$ cat config.mk
export PLATFORM = sky130hd
export DESIGN_NAME = reg_bank_16x8
export DESIGN_NICKNAME = d
export VERILOG_FILES = /design/src/rtl/reg_bank_pkg.sv /design/src/rtl/reg_bank_16x8_reg_cell.sv /design/src/rtl/reg_bank_16x8.sv
export SDC_FILE = /design/constraint.sdc
export NUM_CORES = 1
export LEC_CHECK = 0
export ABC_AREA = 1
export BUFFER_PORTS_ARGS = -buffer_cell sky130_fd_sc_hd__buf_2
export CAP_MARGIN = 20
export CELL_PAD_IN_SITES_DETAIL_PLACEMENT = 1
export CELL_PAD_IN_SITES_GLOBAL_PLACEMENT = 2
export CORE_ASPECT_RATIO = 1.4
export CORE_MARGIN = 2
export CORE_UTILIZATION = 30
export DETAILED_ROUTE_END_ITERATION = 8
export PLACE_DENSITY_LB_ADDON = 0.1
export SYNTH_ARGS = -nofsm -noshare
export SYNTH_HDL_FRONTEND = slang
export SYNTH_SLANG_ARGS = --single-unit
$ cat constraint.sdc
create_clock -name clk -period 4 [get_ports clk]
set_input_delay 0.6 -clock clk [delete_from_list [all_inputs] [get_ports clk]]
set_output_delay 0.6 -clock clk [all_outputs]
set_load 0.02 [all_outputs]
$ cat src/rtl/reg_bank_pkg.sv
// reg_bank_pkg: shared sizes, FSM state and register type for the 16x8 register bank.
package reg_bank_pkg;
  localparam int NREGS  = 16;
  localparam int WIDTH  = 8;
  localparam int ADDR_W = 4;
  typedef enum logic {S_IDLE, S_CLEAR} rb_state_t;
  typedef logic [WIDTH-1:0] reg_t;
endpackage

$ cat src/rtl/reg_bank_16x8_reg_cell.sv
// reg_cell: one WIDTH-bit register with sync active-low reset, load, and a clear that wins over load.
module reg_cell
  import reg_bank_pkg::*;
(
  input  logic clk,
  input  logic rst_n,
  input  logic ld_i,
  input  logic clr_i,
  input  reg_t d_i,
  output reg_t q_o
);
  reg_t q_q, q_d;
  always_comb q_d = clr_i ? '0 : ld_i ? d_i : q_q;
  always_ff @(posedge clk)
    if (!rst_n) q_q <= '0;
    else        q_q <= q_d;
  assign q_o = q_q;
endmodule

$ cat src/rtl/reg_bank_16x8.sv
// reg_bank_16x8: 16x8 register bank with write port, dirty mask and one-register-per-cycle clear sweep.
// Define REGBANK_R0_ZERO_EN to hardwire register 0 to zero.
module reg_bank_16x8
  import reg_bank_pkg::*;
(
  input  logic                   clk,
  input  logic                   rst_n,
  input  logic                   wr_en,
  input  logic [ADDR_W-1:0]      wr_addr,
  input  logic [WIDTH-1:0]       wr_data,
  output logic                   wr_ready,
  input  logic                   clr_req,
  output logic                   busy,
  output logic [NREGS-1:0]       dirty,
  output logic [NREGS*WIDTH-1:0] regs_out
);
  rb_state_t         state_q, state_d;
  logic [ADDR_W-1:0] clr_ptr_q, clr_ptr_d;
  logic [NREGS-1:0]  dirty_q, dirty_d;
  logic              we, sweep;
  assign we       = wr_en && state_q == S_IDLE;
  assign sweep    = state_q == S_CLEAR;
  assign wr_ready = !sweep;
  assign busy     = sweep;
  assign dirty    = dirty_q;
  always_comb begin
    state_d   = state_q;
    clr_ptr_d = clr_ptr_q;
    if (!sweep) begin
      state_d   = clr_req ? S_CLEAR : S_IDLE;
      clr_ptr_d = '0;
    end else begin
      state_d   = clr_ptr_q == ADDR_W'(NREGS - 1) ? S_IDLE : S_CLEAR;
      clr_ptr_d = clr_ptr_q == ADDR_W'(NREGS - 1) ? '0 : clr_ptr_q + 1'b1;
    end
  end
  always_comb begin
    dirty_d = dirty_q;
    if (we)    dirty_d[wr_addr]   = 1'b1;
    if (sweep) dirty_d[clr_ptr_q] = 1'b0;
`ifdef REGBANK_R0_ZERO_EN
    dirty_d[0] = 1'b0;
`endif
  end
  always_ff @(posedge clk)
    if (!rst_n) begin
      state_q   <= S_IDLE;
      clr_ptr_q <= '0;
      dirty_q   <= '0;
    end else begin
      state_q   <= state_d;
      clr_ptr_q <= clr_ptr_d;
      dirty_q   <= dirty_d;
    end
  for (genvar i = 0; i < NREGS; i++) begin : g_reg
`ifdef REGBANK_R0_ZERO_EN
    if (i == 0) begin : g_zero
      assign regs_out[WIDTH-1:0] = '0;
    end else begin : g_cell
      reg_cell u_cell (
        .clk   (clk),
        .rst_n (rst_n),
        .ld_i  (we && wr_addr == ADDR_W'(i)),
        .clr_i (sweep && clr_ptr_q == ADDR_W'(i)),
        .d_i   (wr_data),
        .q_o   (regs_out[i*WIDTH +: WIDTH])
      );
    end
`else
    reg_cell u_cell (
      .clk   (clk),
      .rst_n (rst_n),
      .ld_i  (we && wr_addr == ADDR_W'(i)),
      .clr_i (sweep && clr_ptr_q == ADDR_W'(i)),
      .d_i   (wr_data),
      .q_o   (regs_out[i*WIDTH +: WIDTH])
    );
`endif
  end
endmodule

# Word-level counts from Yosys, hierarchy flattened
# Index checks and enable logic that the tools add are counted.
# W data, S select, Z words.
# word_totals
register_bits	149
inputBits	16
output_inout_bits	146
word_cells	123
# op_classes
n_addsub	1
order_cmp	4
n_eq_ne	30
mux	9
bitwise	5
reduce_logical	55
# ops
operator	count
$eq A4 B4 Y1 const B	16
$logic_and A1 B1 Y1	35
$eq A4 B3 Y1 const B	8
$mux W16	2
$reduce_or A2 Y1	16
$and A16 B16 Y16	1
$eq A4 B2 Y1 const B	4
$not A16 Y16	1
$or A16 B16 Y16	1
$lt A4 B5 Y1 const B	2
$demux W1 S4	2
$eq A4 B1 Y1 const B	2
$ge A4 B1 Y1 const B	2
$logic_not A4 Y1	2
$mux W1	5
$add A4 B1 Y4 const B	1
$reduce_or A3 Y1	1
$not A1 Y1	2
$logic_not A1 Y1	1

# Logic depth before layout (Yosys ltp)
# Gate-level depths: netlist (run 1).
# depth
depth_word	8
depth_mapped	8
depth_no_buf	7

# Cells and area by module
# Synthesis (run 1) repeated with hierarchy kept, for this count alone.
# hier_totals
hier_cells	745
hier_area_um2	5640.4
# by_module_without_submodules
module	instances	cells_per_inst	area_per_inst_um2	seq_area_each_um2
reg_cell	16	36	282.8	160.2
reg_bank_16x8	1	169	1116.1	420.4

# Worst setup path after synthesis (run 1)
# OpenSTA, ideal clock, no wires.
# synth_path
path_type	register -> register
startpoint	register state_q, in the netlist busy
endpoint	register g_reg[4].u_cell.q_q[0]
setup_ns	0.110
t_arrival_ns	1.429
required_time_ns	3.890
setup_slack_ns	2.461
path_stages_with_launch	9
n_path_buf	2
period_less_slack_ns	1.539
path_cell_list	dfxtp_1 -> buf_2 -> inv_1 -> nand2_2 -> nor2_2 -> buf_2 -> nand3_1 -> nand2_1 -> nor2_1
# synth_via
elab_chain_cells	3
word_cells_on_any_way	5
cone_classes	bitwise (1); reduce/logical (4)
# synth_rtl
item	line_no	rtl
start, declared	reg_bank_16x8.sv:17	rb_state_t state_q, state_d;
start signal, assigned	reg_bank_16x8.sv:51	state_q <= state_d;
$not A1 Y1 (no line)	n/a	
$logic_and A1 B1 Y1	reg_bank_16x8.sv:21	assign we = wr_en && state_q == S_IDLE;
$logic_and A1 B1 Y1	reg_bank_16x8.sv:73	.ld_i (we && wr_addr == ADDR_W'(i)),
end signal, assigned	reg_bank_16x8_reg_cell.sv:16	else q_q <= q_d;
end, declared	reg_bank_16x8_reg_cell.sv:12	reg_t q_q, q_d;
# Several ways; a longest one is shown, not always the timed one.
# A chain may end at the register's enable or synchronous reset.

# Final worst setup path (run 1)
# layout_path
startpoint	register clr_ptr_q[0]
endpoint	register g_reg[8].u_cell.q_q[5]
# layout_via
elab_chain_cells	3
# layout_rtl
item	line_no	rtl
start, declared	reg_bank_16x8.sv:18	logic [ADDR_W-1:0] clr_ptr_q, clr_ptr_d;
start signal, assigned	reg_bank_16x8.sv:52	clr_ptr_q <= clr_ptr_d;
$eq A4 B4 Y1	reg_bank_16x8.sv:74	.clr_i (sweep && clr_ptr_q == ADDR_W'(i)),
$logic_and A1 B1 Y1	reg_bank_16x8.sv:74	
$reduce_or A2 Y1 (no line)	n/a	
end signal, assigned	reg_bank_16x8_reg_cell.sv:16	
end, declared	reg_bank_16x8_reg_cell.sv:12	
# No other way between the ends.

==> impl_metrics.prom, run 1 <==
# TYPE chip_impl_metric gauge
chip_impl_info{name="outcome",value="finished, final reports clean"} 1
chip_impl_metric{name="tritoncts_num_sinks",unit=""} 149
chip_impl_info{name="timing.critical_path.to_type",value="flip-flop"} 1
chip_impl_metric{name="num-fill-cells",unit=""} 2872
chip_impl_info{name="layout.cells.most_common_list",value="sky130_fd_sc_hd__nand2_1 (230), sky130_fd_sc_hd__inv_1 (204), sky130_fd_sc_hd__nor2_1 (187)"} 1
chip_impl_metric{name="cts_hold_buffers",unit=""} 0
chip_impl_info{name="rsz_0062_raised_after_global_routing",value="no"} 1
chip_impl_metric{name="reported_max_cap_violation_count",unit=""} 0
chip_impl_metric{name="grt_pass1_vias",unit=""} 6409
chip_impl_metric{name="fraction_of_the_yosys_area_taken_by_sequential_cells",unit=""} 0.4488
chip_impl_metric{name="number_of_buffers_on_the_longest_clock_path",unit=""} 2
chip_impl_metric{name="fmax",unit="MHz"} 508.4
chip_impl_metric{name="antenna_cells_inserted",unit=""} 0
chip_impl_metric{name="yosys_warnings",unit=""} 0
chip_impl_metric{name="detail_route.iter0.violations",unit=""} 321
chip_impl_metric{name="power.static_leakage",unit="nW"} 4.254
chip_impl_metric{name="gp_routability_congestion",unit=""} 0.7828
chip_impl_metric{name="die_w",unit="µm"} 129.8
chip_impl_metric{name="core-area",unit="µm²"} 21780
chip_impl_metric{name="fin_crit",unit="ps"} 1967
chip_impl_metric{name="path_clk_slew",unit="ps"} 60
chip_impl_metric{name="clock_latency",unit="ps"} 430
chip_impl_metric{name="synth_cells",unit=""} 1011
chip_impl_metric{name="ctsResizeCount",unit=""} 0
chip_impl_metric{name="std_cell_rows",unit=""} 64
chip_impl_metric{name="synth_seq_cells",unit=""} 149
chip_impl_metric{name="hold_violations",unit=""} 0
chip_impl_metric{name="slew_viol_final",unit=""} 0
chip_impl_metric{name="timing.critical_path.fanout_max",unit=""} 8
chip_impl_metric{name="nets",unit=""} 1178
chip_impl_metric{name="drc_errors",unit=""} 0
chip_impl_metric{name="wl_per_cell",unit="µm"} 14.76
chip_impl_metric{name="vias",unit=""} 6387
chip_impl_metric{name="final-setup-viol-count",unit=""} 0
chip_impl_metric{name="post_drt_via_cell_ratio",unit=""} 4.351
chip_impl_metric{name="floorplan.io_pins",unit=""} 162
chip_impl_metric{name="place.port_buffers",unit=""} 161
chip_impl_metric{name="finalWirelength",unit="µm"} 21660
chip_impl_metric{name="detail_route.first_pass.iterations",unit=""} 4
chip_impl_metric{name="synth_fp_nets",unit=""} 1031
chip_impl_metric{name="antenna_left",unit=""} 0
chip_impl_metric{name="layout-drive-gt1-share",unit=""} 0.2007
chip_impl_metric{name="start_util",unit=""} 0.3051
chip_impl_metric{name="fin_setup_tns",unit="ps"} 0
chip_impl_metric{name="synth.distinct_cells",unit=""} 21
chip_impl_metric{name="dpl-instance-area",unit="µm²"} 7695
chip_impl_info{name="critical_path.startpoint_type",value="flip-flop"} 1
chip_impl_metric{name="grt_pass1_wl",unit="µm"} 34430
chip_impl_metric{name="postLayoutCellArea",unit="µm²"} 8278
chip_impl_info{name="hold_class",value="in2reg"} 1
chip_impl_metric{name="critical_path_required",unit="ps"} 4360
chip_impl_metric{name="timing.final.crit_share",unit=""} 0.4917
chip_impl_info{name="critPathSlowestCell",value="sky130_fd_sc_hd__a21oi_1"} 1
chip_impl_metric{name="max_slew_margin",unit=""} 0.4122
chip_impl_metric{name="synth.avg_cell_area",unit="µm²"} 6.574
chip_impl_metric{name="global_route.usage.total",unit=""} 0.1896
chip_impl_metric{name="path_buf_inv",unit=""} 2
chip_impl_metric{name="timing.critical_path.arrival",unit="ps"} 2330
chip_impl_metric{name="pwr_density_cell",unit="nW/µm²"} 415.7
chip_impl_metric{name="layout-area-overhead-vs-synth",unit="%"} 24.55
chip_impl_info{name="final_common_cell",value="sky130_fd_sc_hd__nand2_1"} 1
chip_impl_metric{name="design.die.area",unit="µm²"} 23380
chip_impl_info{name="clock_tree_from_tritoncts",value="yes"} 1
chip_impl_metric{name="tightestPinTransition",unit="ps"} 879.6
chip_impl_metric{name="crit_path_max_incr_delay",unit="ps"} 640
chip_impl_metric{name="gr_overflow_total",unit=""} 0
chip_impl_info{name="timing.critical_path.max_delay_family",value="compound AO/OA/AOI/OAI gates"} 1
chip_impl_metric{name="cts_setup_buffers",unit=""} 0
chip_impl_metric{name="finClkSkew",unit="ps"} 9.766
chip_impl_info{name="critPathKind",value="reg2reg"} 1
chip_impl_metric{name="grt_antenna_before_repair",unit=""} 0
chip_impl_metric{name="ir_drop",unit="V"} 0.0002719
chip_impl_info{name="worstPathCellList",value="inv_1 -> ha_1 -> nand2_1 -> inv_1 -> a21oi_1 -> nand2_1 -> nor2_1"} 1
chip_impl_metric{name="h-tree-depth",unit=""} 4
chip_impl_metric{name="grt_start_max_net_pins",unit=""} 44
chip_impl_metric{name="die_h",unit="µm"} 180.1
chip_impl_metric{name="place_hpwl",unit="µm"} 15010
chip_impl_info{name="ctsRootBufferMaster",value="sky130_fd_sc_hd__clkbuf_16"} 1
chip_impl_metric{name="mappedNetlistArea",unit="µm²"} 6646
chip_impl_metric{name="numCtsBuffers",unit=""} 17
layout make-up:
cell class,count,area [µm²],area share
flip-flops and latches,149,2983,0.3603
multi-input cells,613,2705,0.3268
repair buffers,166,843.3,0.1019
inverters,211,792.0,0.09568
clock buffers,19,432.9,0.05230
well taps,297,371.6,0.04489
clock inverters,13,150.1,0.01814
stage by stage:
step / cells / hold WS, ps / util / power, W / setup slack (ps)
floorplan: 1011 / 456.4 / - / 0.001753 / 2461
global placement: 1436 / 429.9 / 0.3533 / 0.001858 / 1764
detailed placement: 1436 / 434.2 / 0.3533 / 0.001861 / 1759
CTS: 1468 / 390.0 / 0.3801 / 0.003495 / 2042
global route: 1468 / 418.0 / 0.3801 / 0.003574 / 1843
finish: 1468 / 403.9 / 0.3801 / 0.003441 / 2033
cell families after synthesis:
| group | count (synthesis) | synth area share |
|---|---|---|
| AND/OR/NAND/NOR | 556 | 0.3528 |
| flip-flops | 149 | 0.4488 |
| adder cells (fa/ha/maj) | 4 | 0.007530 |
| buffers and inverters | 249 | 0.1453 |
| AO/OA/AOI/OAI | 53 | 0.04556 |
cell usage after synthesis (all sizes together):
master | number | area [µm²]
nor2 | 198 | 788.2
clkbuf | 14 | 52.55
a21oi | 46 | 267.8
nand2 | 232 | 875.8
ha | 4 | 50.05
or2 | 1 | 6.260
o21ai | 7 | 35.03
inv | 211 | 792.0
nand3 | 124 | 668.1
nand4 | 1 | 6.260
buf | 24 | 121.4
dfxtp | 149 | 2983
state kept, by name, indices dropped and copies added, names as in the netlist:
register / flops
dirty: 16
busy: 1
g.u_cell.q_o: 128
clr_ptr_q: 4
final timing paths:
kind / from / to / slack [ps] / cells past startpoint
hold / removal: clr_req / busy / 400 / 3
setup reg to reg: clr_ptr_q[0] / g_reg[8].u_cell.q_o[5] / 2030 / 7
setup / recovery: clr_ptr_q[0] / g_reg[8].u_cell.q_o[5] / 2030 / 7
hold reg to reg: dirty[1] / dirty[1] / 440 / 2
report_power, final:
group          switching (W)  leakage [nW]  total, W  internal (W)
combinational       0.000222          2.78  0.000296     0.0000745
sequential         0.0000170          1.20   0.00153       0.00151
clock               0.000689         0.267   0.00162      0.000929
worst register-to-register path: cells and delay by family (launching register included):
kind	cells	cell delay [ps]
buffers and inverters	2	210
adder cells (fa/ha/maj)	1	200
AO/OA/AOI/OAI	1	640
AND/OR/NAND/NOR	3	420
flip-flops	1	430
metal layers:
metal	global-route usage	wire length, µm	share of wire
met1	0.2383	9882	0.46
met2	0.3229	10430	0.48
met3	0.03504	930	0.043
met4	0.06366	417	0.019
met5	0	0	0
No activity file was read; power rests on OpenSTA's default activity.
==> run 2: changes to the inputs <==
--- a/config.mk
+++ b/config.mk
@@ -12,7 +12,7 @@
 export CELL_PAD_IN_SITES_GLOBAL_PLACEMENT = 2
 export CORE_ASPECT_RATIO = 1.4
 export CORE_MARGIN = 2
-export CORE_UTILIZATION = 30
+export CORE_UTILIZATION = 28
 export DETAILED_ROUTE_END_ITERATION = 8
 export PLACE_DENSITY_LB_ADDON = 0.1
 export SYNTH_ARGS = -nofsm -noshare
==> constraint.sdc (replaced) <==
create_clock -name clk -period 1.9 [get_ports clk]
set_input_delay 0.285 -clock clk [delete_from_list [all_inputs] [get_ports clk]]
set_output_delay 0.285 -clock clk [all_outputs]
set_load 0.02 [all_outputs]
==> run 2 against run 1 <==
Register-to-register slack worse by 1800 ps. Die area increased by 6.9%. Critical endpoint is now g_reg[12].u_cell.q_o[4]. Flip-flop and latch count unchanged. Power rose by 110%. Cell count rose by 2.7%. Routed wire length increased by 2.4%. Design area rose by 3.6%. Via count up 1.2%. First-iteration DRC count is 23% lower. Non-clock buffer count increased by 31. Highest routed layer is now met5. Largest cell class unchanged. Worst setup slack got worse by 1800 ps.
==> impl_metrics.prom, run 2 (synthesis gave the netlist of run 1 again) <==
# TYPE chip_impl_metric gauge
chip_impl_metric{name="timing.final.crit_share",unit=""} 0.8892
chip_impl_info{name="worstPathCellList",value="nand2_1 -> o21ai_0 -> inv_1 -> nand2_1 -> nor2_1"} 1
chip_impl_metric{name="ir_drop",unit="V"} 0.0006042
chip_impl_info{name="min_to",value="busy"} 1
chip_impl_metric{name="place.port_buffers",unit=""} 161
chip_impl_metric{name="hold_depth",unit=""} 3
chip_impl_metric{name="finClkSkew",unit="ps"} 8.254
chip_impl_metric{name="grt_pass1_wl",unit="µm"} 34660
chip_impl_metric{name="regArea",unit="µm²"} 2983
chip_impl_metric{name="gp_routability_congestion",unit=""} 0.7930
chip_impl_metric{name="power.internal",unit="W"} 0.005463
chip_impl_metric{name="final.setup.worst_slack",unit="ps"} 210.4
chip_impl_metric{name="core-area",unit="µm²"} 23290
chip_impl_info{name="timing.critical_path.to_type",value="flip-flop"} 1
chip_impl_metric{name="layout-area-overhead-vs-synth",unit="%"} 29.03
chip_impl_metric{name="fin_setup_tns",unit="ps"} 0
chip_impl_metric{name="layout-drive-gt1-share",unit=""} 0.2215
chip_impl_metric{name="place_hpwl",unit="µm"} 16320
chip_impl_info{name="crit-reg2reg-capture",value="g_reg[12].u_cell.q_o[4]"} 1
chip_impl_metric{name="die_h",unit="µm"} 186.3
chip_impl_metric{name="ff2ff_path_depth",unit=""} 5
chip_impl_metric{name="global_route.usage.total",unit=""} 0.1812
chip_impl_metric{name="power.static_leakage",unit="nW"} 4.447
chip_impl_metric{name="grt_start_max_net_pins",unit=""} 44
chip_impl_metric{name="crit_path_max_incr_delay",unit="ps"} 520
chip_impl_metric{name="final-setup-viol-count",unit=""} 0
chip_impl_info{name="hold_class",value="in2reg"} 1
chip_impl_metric{name="timing.critical_path.arrival",unit="ps"} 2010
chip_impl_metric{name="finalWirelength",unit="µm"} 22190
chip_impl_metric{name="num-fill-cells",unit=""} 3093
chip_impl_metric{name="post_drt_via_cell_ratio",unit=""} 4.284
chip_impl_metric{name="clkPwrFrac",unit=""} 0.469
chip_impl_metric{name="cts_setup_buffers",unit=""} 0
chip_impl_metric{name="path_buf_inv",unit=""} 1
chip_impl_metric{name="start_util",unit=""} 0.2854
chip_impl_metric{name="utilization",unit=""} 0.3683
chip_impl_metric{name="total_switching_power",unit="W"} 0.001869
chip_impl_metric{name="max_slew_margin",unit=""} 0.5982
chip_impl_info{name="final_common_cell",value="sky130_fd_sc_hd__nand2_1"} 1
chip_impl_metric{name="fin_crit",unit="ps"} 1690
chip_impl_info{name="critical_path.startpoint_type",value="flip-flop"} 1
chip_impl_metric{name="path_clk_slew",unit="ps"} 60
chip_impl_metric{name="slew_viol_final",unit=""} 0
chip_impl_metric{name="drc_errors",unit=""} 0
chip_impl_metric{name="tritoncts_num_sinks",unit=""} 149
chip_impl_metric{name="die_w",unit="µm"} 134.2
chip_impl_info{name="clock_tree_from_tritoncts",value="yes"} 1
chip_impl_metric{name="antenna_left",unit=""} 0
chip_impl_metric{name="area_of_the_multi_input_gates",unit="µm²"} 2709
chip_impl_metric{name="numCtsBuffers",unit=""} 17
chip_impl_metric{name="critical_path_required",unit="ps"} 2220
chip_impl_metric{name="detail_route.first_pass.iterations",unit=""} 4
chip_impl_metric{name="cts_hold_buffers",unit=""} 0
chip_impl_metric{name="timing.critical_path.fanout_max",unit=""} 9
chip_impl_metric{name="max_reg_flops",unit=""} 128
chip_impl_metric{name="clock_latency",unit="ps"} 430
chip_impl_metric{name="nets",unit=""} 1209
chip_impl_metric{name="grt_antenna_before_repair",unit=""} 3
chip_impl_metric{name="number_of_buffers_on_the_longest_clock_path",unit=""} 2
chip_impl_metric{name="std_cell_rows",unit=""} 66
chip_impl_info{name="layout.cells.most_common_list",value="sky130_fd_sc_hd__nand2_1 (230), sky130_fd_sc_hd__inv_1 (204), sky130_fd_sc_hd__nor2_1 (187)"} 1
chip_impl_info{name="worst_r2r_startpoint",value="busy"} 1
chip_impl_info{name="ctsRootBufferMaster",value="sky130_fd_sc_hd__clkbuf_16"} 1
chip_impl_metric{name="setup.reg_to_reg.worst_slack",unit="ps"} 210
chip_impl_metric{name="vias",unit=""} 6461
chip_impl_metric{name="grt_pass1_vias",unit=""} 6299
chip_impl_metric{name="hold_ws",unit="ps"} 102.5
chip_impl_info{name="outcome",value="finished, final reports clean"} 1
chip_impl_info{name="hp-start",value="clr_req"} 1
chip_impl_metric{name="pwr_density_cell",unit="nW/µm²"} 855.0
chip_impl_info{name="critical-path-top-cell-by-count",value="sky130_fd_sc_hd__nand2_1"} 1
chip_impl_metric{name="gr_overflow_total",unit=""} 0
chip_impl_metric{name="h-tree-depth",unit=""} 4
chip_impl_info{name="timing.critical_path.max_delay_family",value="flip-flops"} 1
chip_impl_metric{name="hold_violations",unit=""} 0
chip_impl_metric{name="power.sequential.fraction",unit=""} 0.438
chip_impl_metric{name="reported_max_cap_violation_count",unit=""} 0
chip_impl_metric{name="netSwitchingFraction",unit=""} 0.2549
chip_impl_info{name="critPathSlowestCell",value="sky130_fd_sc_hd__dfxtp_1"} 1
chip_impl_info{name="critPathKind",value="reg2reg"} 1
chip_impl_metric{name="detail_route.iter0.violations",unit=""} 247
chip_impl_metric{name="tightestPinTransition",unit="ps"} 600.5
chip_impl_metric{name="wl_per_cell",unit="µm"} 14.71
chip_impl_info{name="rsz_0062_raised_after_global_routing",value="no"} 1
chip_impl_metric{name="worst_setup_slack_before_clock_tree_synthesis",unit="ps"} 151.7
chip_impl_metric{name="fmax",unit="MHz"} 591.9
chip_impl_metric{name="power.share.combinational",unit=""} 0.093
chip_impl_metric{name="floorplan.io_pins",unit=""} 162
chip_impl_metric{name="design.die.area",unit="µm²"} 25000
run 2: per-stage QoR:
step           cell area (µm²)  instances  total power, W
2_1_floorplan             6646       1011        0.003690
3_3_place_gp              7989       1476        0.003973
3_5_place_dp              7989       1476        0.003979
4_1_cts                   8569       1507        0.007447
5_1_grt                   8573       1507        0.007652
6_report                  8576       1508        0.007332
run 2: worst max-delay path by stage:
stage                  from                      end  slack, ps  depth (start not counted)
6_report               busy  g_reg[12].u_cell.q_o[4]        210                          5
5_1_grt        clr_ptr_q[0]   g_reg[0].u_cell.q_o[3]         20                          7
4_1_cts        clr_ptr_q[1]   g_reg[5].u_cell.q_o[2]        130                          7
3_5_place_dp   clr_ptr_q[1]   g_reg[5].u_cell.q_o[2]        150                          7
3_3_place_gp   clr_ptr_q[1]   g_reg[5].u_cell.q_o[7]        220                          7
2_1_floorplan          busy   g_reg[4].u_cell.q_o[0]        360                          8
run 2: final cells by class:
| class | count | area share |
|---|---|---|
| Sequential cell | 149 | 0.3478 |
| Multi-Input combinational cell | 613 | 0.3159 |
| Timing Repair Buffer | 197 | 0.1313 |
| Inverter | 211 | 0.09235 |
| Clock buffer | 20 | 0.05209 |
| Tap cell | 306 | 0.04465 |
| Clock inverter | 11 | 0.01561 |
| Antenna cell | 1 | 0.0002918 |
run 2: worst register-to-register path, stage by stage (launching register included):
cell and delay (ps):
sky130_fd_sc_hd__dfxtp_1 520, sky130_fd_sc_hd__nand2_1 200, sky130_fd_sc_hd__o21ai_0 430, sky130_fd_sc_hd__inv_1 260, sky130_fd_sc_hd__nand2_1 130, sky130_fd_sc_hd__nor2_1 40
run 2: per-layer routing:
layer  GRT usage  vias up  part of all wire
met2      0.3104      114              0.49
met5           0        -           0.00050
li1            -     3361                 -
met1      0.2269     2967              0.45
met3     0.04363       17             0.044
met4     0.05179        2             0.011
run 2: what timing repair did:
item	in CTS	in global routing
resized for setup	0	1
endpoints found under the hold margin	0	0
setup endpoints to repair	0	7
run 2: power groups by stage:
stage	logic, W	clock network, W	registers [W]
after detailed placement	0.000694	0	0.00329
after CTS	0.000696	0.00354	0.00322
final	0.000682	0.00344	0.00321
after floorplan	0.000350	0	0.00334
after global placement	0.000689	0	0.00328
after global routing	0.000762	0.00367	0.00322
==> run 3: changes to the inputs <==
--- a/config.mk
+++ b/config.mk
@@ -14,6 +14,7 @@
 export CORE_MARGIN = 2
 export CORE_UTILIZATION = 28
 export DETAILED_ROUTE_END_ITERATION = 8
+export GPL_TIMING_DRIVEN = 0
 export PLACE_DENSITY_LB_ADDON = 0.1
 export SYNTH_ARGS = -nofsm -noshare
 export SYNTH_HDL_FRONTEND = slang
==> run 3 against run 2 <==
Clock-buffer cell count up 2. Via count up 0.22%. Core utilization down 0.49 points. Die area unchanged.
==> impl_metrics.prom, run 3 (synthesis gave the netlist of run 1 again) <==
# TYPE chip_impl_metric gauge
chip_impl_info{name="outcome",value="finished, final reports clean"} 1
chip_impl_metric{name="vias",unit=""} 6475
chip_impl_metric{name="layout-area-overhead-vs-synth",unit="%"} 27.30
chip_impl_metric{name="wl_per_cell",unit="µm"} 15.04
chip_impl_metric{name="cts_hold_buffers",unit=""} 0
chip_impl_metric{name="postLayoutCellArea",unit="µm²"} 8461
chip_impl_metric{name="clock_latency",unit="ps"} 440
chip_impl_metric{name="grt_pass1_wl",unit="µm"} 35710
chip_impl_metric{name="fin_crit",unit="ps"} 1718
chip_impl_metric{name="final.setup.worst_slack",unit="ps"} 182.0
chip_impl_metric{name="fmax",unit="MHz"} 582.1
chip_impl_info{name="clock_tree_from_tritoncts",value="yes"} 1
chip_impl_metric{name="tightestPinTransition",unit="ps"} 895.9
chip_impl_metric{name="post_drt_via_cell_ratio",unit=""} 4.291
chip_impl_metric{name="place_hpwl",unit="µm"} 17050
chip_impl_info{name="final_common_cell",value="sky130_fd_sc_hd__nand2_1"} 1
chip_impl_metric{name="critical_path_required",unit="ps"} 2230
chip_impl_metric{name="detail_route.iter0.violations",unit=""} 243
chip_impl_metric{name="timing.final.crit_share",unit=""} 0.9042
chip_impl_metric{name="number_of_cells_after_detailed_placement",unit=""} 1478
chip_impl_metric{name="antenna_cells_inserted",unit=""} 0
chip_impl_info{name="worstPathCellList",value="buf_2 -> inv_1 -> nand2_2 -> nor2_2 -> buf_2 -> nand3_1 -> nand2_1 -> nor2_1"} 1
chip_impl_info{name="layout.cells.most_common_list",value="sky130_fd_sc_hd__nand2_1 (230), sky130_fd_sc_hd__inv_1 (204), sky130_fd_sc_hd__nor2_1 (188)"} 1
chip_impl_info{name="top_signal_layer_used",value="met5"} 1
chip_impl_metric{name="post_layout_nonfiller_instances",unit=""} 1509
chip_impl_info{name="critPathKind",value="reg2reg"} 1
chip_impl_metric{name="layout-drive-gt1-share",unit=""} 0.2145
chip_impl_metric{name="finClkSkew",unit="ps"} 9.332
chip_impl_metric{name="pwr_density_cell",unit="nW/µm²"} 865.3
chip_impl_metric{name="timing.critical_path.arrival",unit="ps"} 2050
chip_impl_info{name="rsz_0062_raised_after_global_routing",value="no"} 1
chip_impl_metric{name="path_clk_slew",unit="ps"} 60
chip_impl_metric{name="ir_drop",unit="V"} 0.0006123
chip_impl_metric{name="reported_max_cap_violation_count",unit=""} 0
chip_impl_info{name="critical_path.startpoint_type",value="flip-flop"} 1
chip_impl_metric{name="power.static_leakage",unit="nW"} 4.385
chip_impl_info{name="timing.critical_path.to_type",value="flip-flop"} 1
chip_impl_metric{name="design.die.area",unit="µm²"} 25000
chip_impl_metric{name="floorplan.io_pins",unit=""} 162
chip_impl_metric{name="max_reg_flops",unit=""} 128
chip_impl_metric{name="place.port_buffers",unit=""} 161
chip_impl_metric{name="gp_routability_congestion",unit=""} 0.8200
chip_impl_metric{name="start_util",unit=""} 0.2854
chip_impl_metric{name="path_buf_inv",unit=""} 3
chip_impl_metric{name="numCtsBuffers",unit=""} 17
chip_impl_metric{name="grt_antenna_before_repair",unit=""} 1
chip_impl_metric{name="grt_pass1_vias",unit=""} 6480
chip_impl_metric{name="drc_errors",unit=""} 0
chip_impl_metric{name="wirelength_met1",unit="µm"} 9935
chip_impl_metric{name="nets",unit=""} 1211
chip_impl_metric{name="timing.critical_path.fanout_max",unit=""} 10
chip_impl_metric{name="detail_route.first_pass.iterations",unit=""} 4
chip_impl_metric{name="max_slew_margin",unit=""} 0.4027
chip_impl_metric{name="grt_start_max_net_pins",unit=""} 17
chip_impl_info{name="critPathSlowestCell",value="sky130_fd_sc_hd__buf_2"} 1
chip_impl_metric{name="core-area",unit="µm²"} 23290
chip_impl_metric{name="tritoncts_num_sinks",unit=""} 149
chip_impl_metric{name="met2_wirelength",unit="µm"} 11370
chip_impl_metric{name="finalWirelength",unit="µm"} 22690
chip_impl_metric{name="die_h",unit="µm"} 186.3
chip_impl_metric{name="worst_setup_slack_before_clock_tree_synthesis",unit="ps"} -44.11
chip_impl_metric{name="number_of_buffers_on_the_longest_clock_path",unit=""} 2
chip_impl_metric{name="final-setup-viol-count",unit=""} 0
chip_impl_metric{name="slew_viol_final",unit=""} 0
chip_impl_info{name="timing.critical_path.max_delay_family",value="simple AND/OR/NAND/NOR gates"} 1
chip_impl_metric{name="hold_ws",unit="ps"} 93.03
chip_impl_metric{name="hold_violations",unit=""} 0
chip_impl_metric{name="dpl-instance-area",unit="µm²"} 7835
chip_impl_metric{name="h-tree-depth",unit=""} 4
chip_impl_metric{name="cts_setup_buffers",unit=""} 0
chip_impl_metric{name="antenna_left",unit=""} 0
chip_impl_metric{name="crit_path_max_incr_delay",unit="ps"} 340
chip_impl_metric{name="global_route.usage.total",unit=""} 0.1882
chip_impl_info{name="hold_class",value="in2reg"} 1
chip_impl_info{name="critical-path-top-cell-by-count",value="sky130_fd_sc_hd__buf_2"} 1
chip_impl_metric{name="met3WireLength",unit="µm"} 1059
chip_impl_info{name="ctsRootBufferMaster",value="sky130_fd_sc_hd__clkbuf_16"} 1
chip_impl_metric{name="gr_overflow_total",unit=""} 0
chip_impl_metric{name="die_w",unit="µm"} 134.2
chip_impl_metric{name="std_cell_rows",unit=""} 66
-- run 3: cell types whose count changed in the layout (fill, tap and decap cells not counted), sizes merged --
cell,change
diode,-1
clkbuf,+16
bufinv,-1
buf,-12
clkinv,-3
clkinvlp,+2
-- run 3: final timing paths --
check	startpoint	end	slack, ps	depth (start not counted)
max	busy	g_reg[4].u_cell.q_o[6]	180	8
min reg2reg	dirty[1]	dirty[1]	440	2
max reg2reg	busy	g_reg[4].u_cell.q_o[6]	180	8
min	clr_req	busy	90	3
-- run 3: worst min-delay path: stages --
cell and delay, ps:
sky130_fd_sc_hd__buf_2 80, sky130_fd_sc_hd__nor2_1 30, sky130_fd_sc_hd__nor2_1 80
-- run 3: routing by layer --
metal	vias up	global-route usage
li1	3354	-
met1	2971	0.2284
met2	129	0.3296
met3	19	0.04472
met4	2	0.05768
met5	-	0
-- run 3: power breakdown --
group	total, W	internal, W	switching (W)
clock	0.00345	0.00209	0.00136
sequential	0.00321	0.00318	0.0000311
combinational	0.000658	0.000173	0.000485
-- run 3: area by class of cell --
class / count / area, µm²
clock buffers: 22 / 494.2
fillers: 3081 / 14830
plain buffers: 38 / 173.9
clock inverters: 9 / 100.1
well taps: 306 / 382.9
flip-flops and latches: 149 / 2983
inverters: 211 / 792.0
multi-input cells: 613 / 2729
repair buffers: 161 / 805.8
-- run 3: timing repair --
item / CTS / global route
setup endpoints to repair: 14 / 51
gates cloned: 0 / 0
resized for setup: 3 / 5
-- run 3: per-stage QoR --
stage	utilization	power [W]	TNS, ps
2_1_floorplan	-	0.003690	0
3_3_place_gp	0.3365	0.003942	-120.3
3_5_place_dp	0.3365	0.003946	-104.6
4_1_cts	0.3625	0.007432	0
5_1_grt	0.3633	0.007631	0
6_report	0.3633	0.007321	0
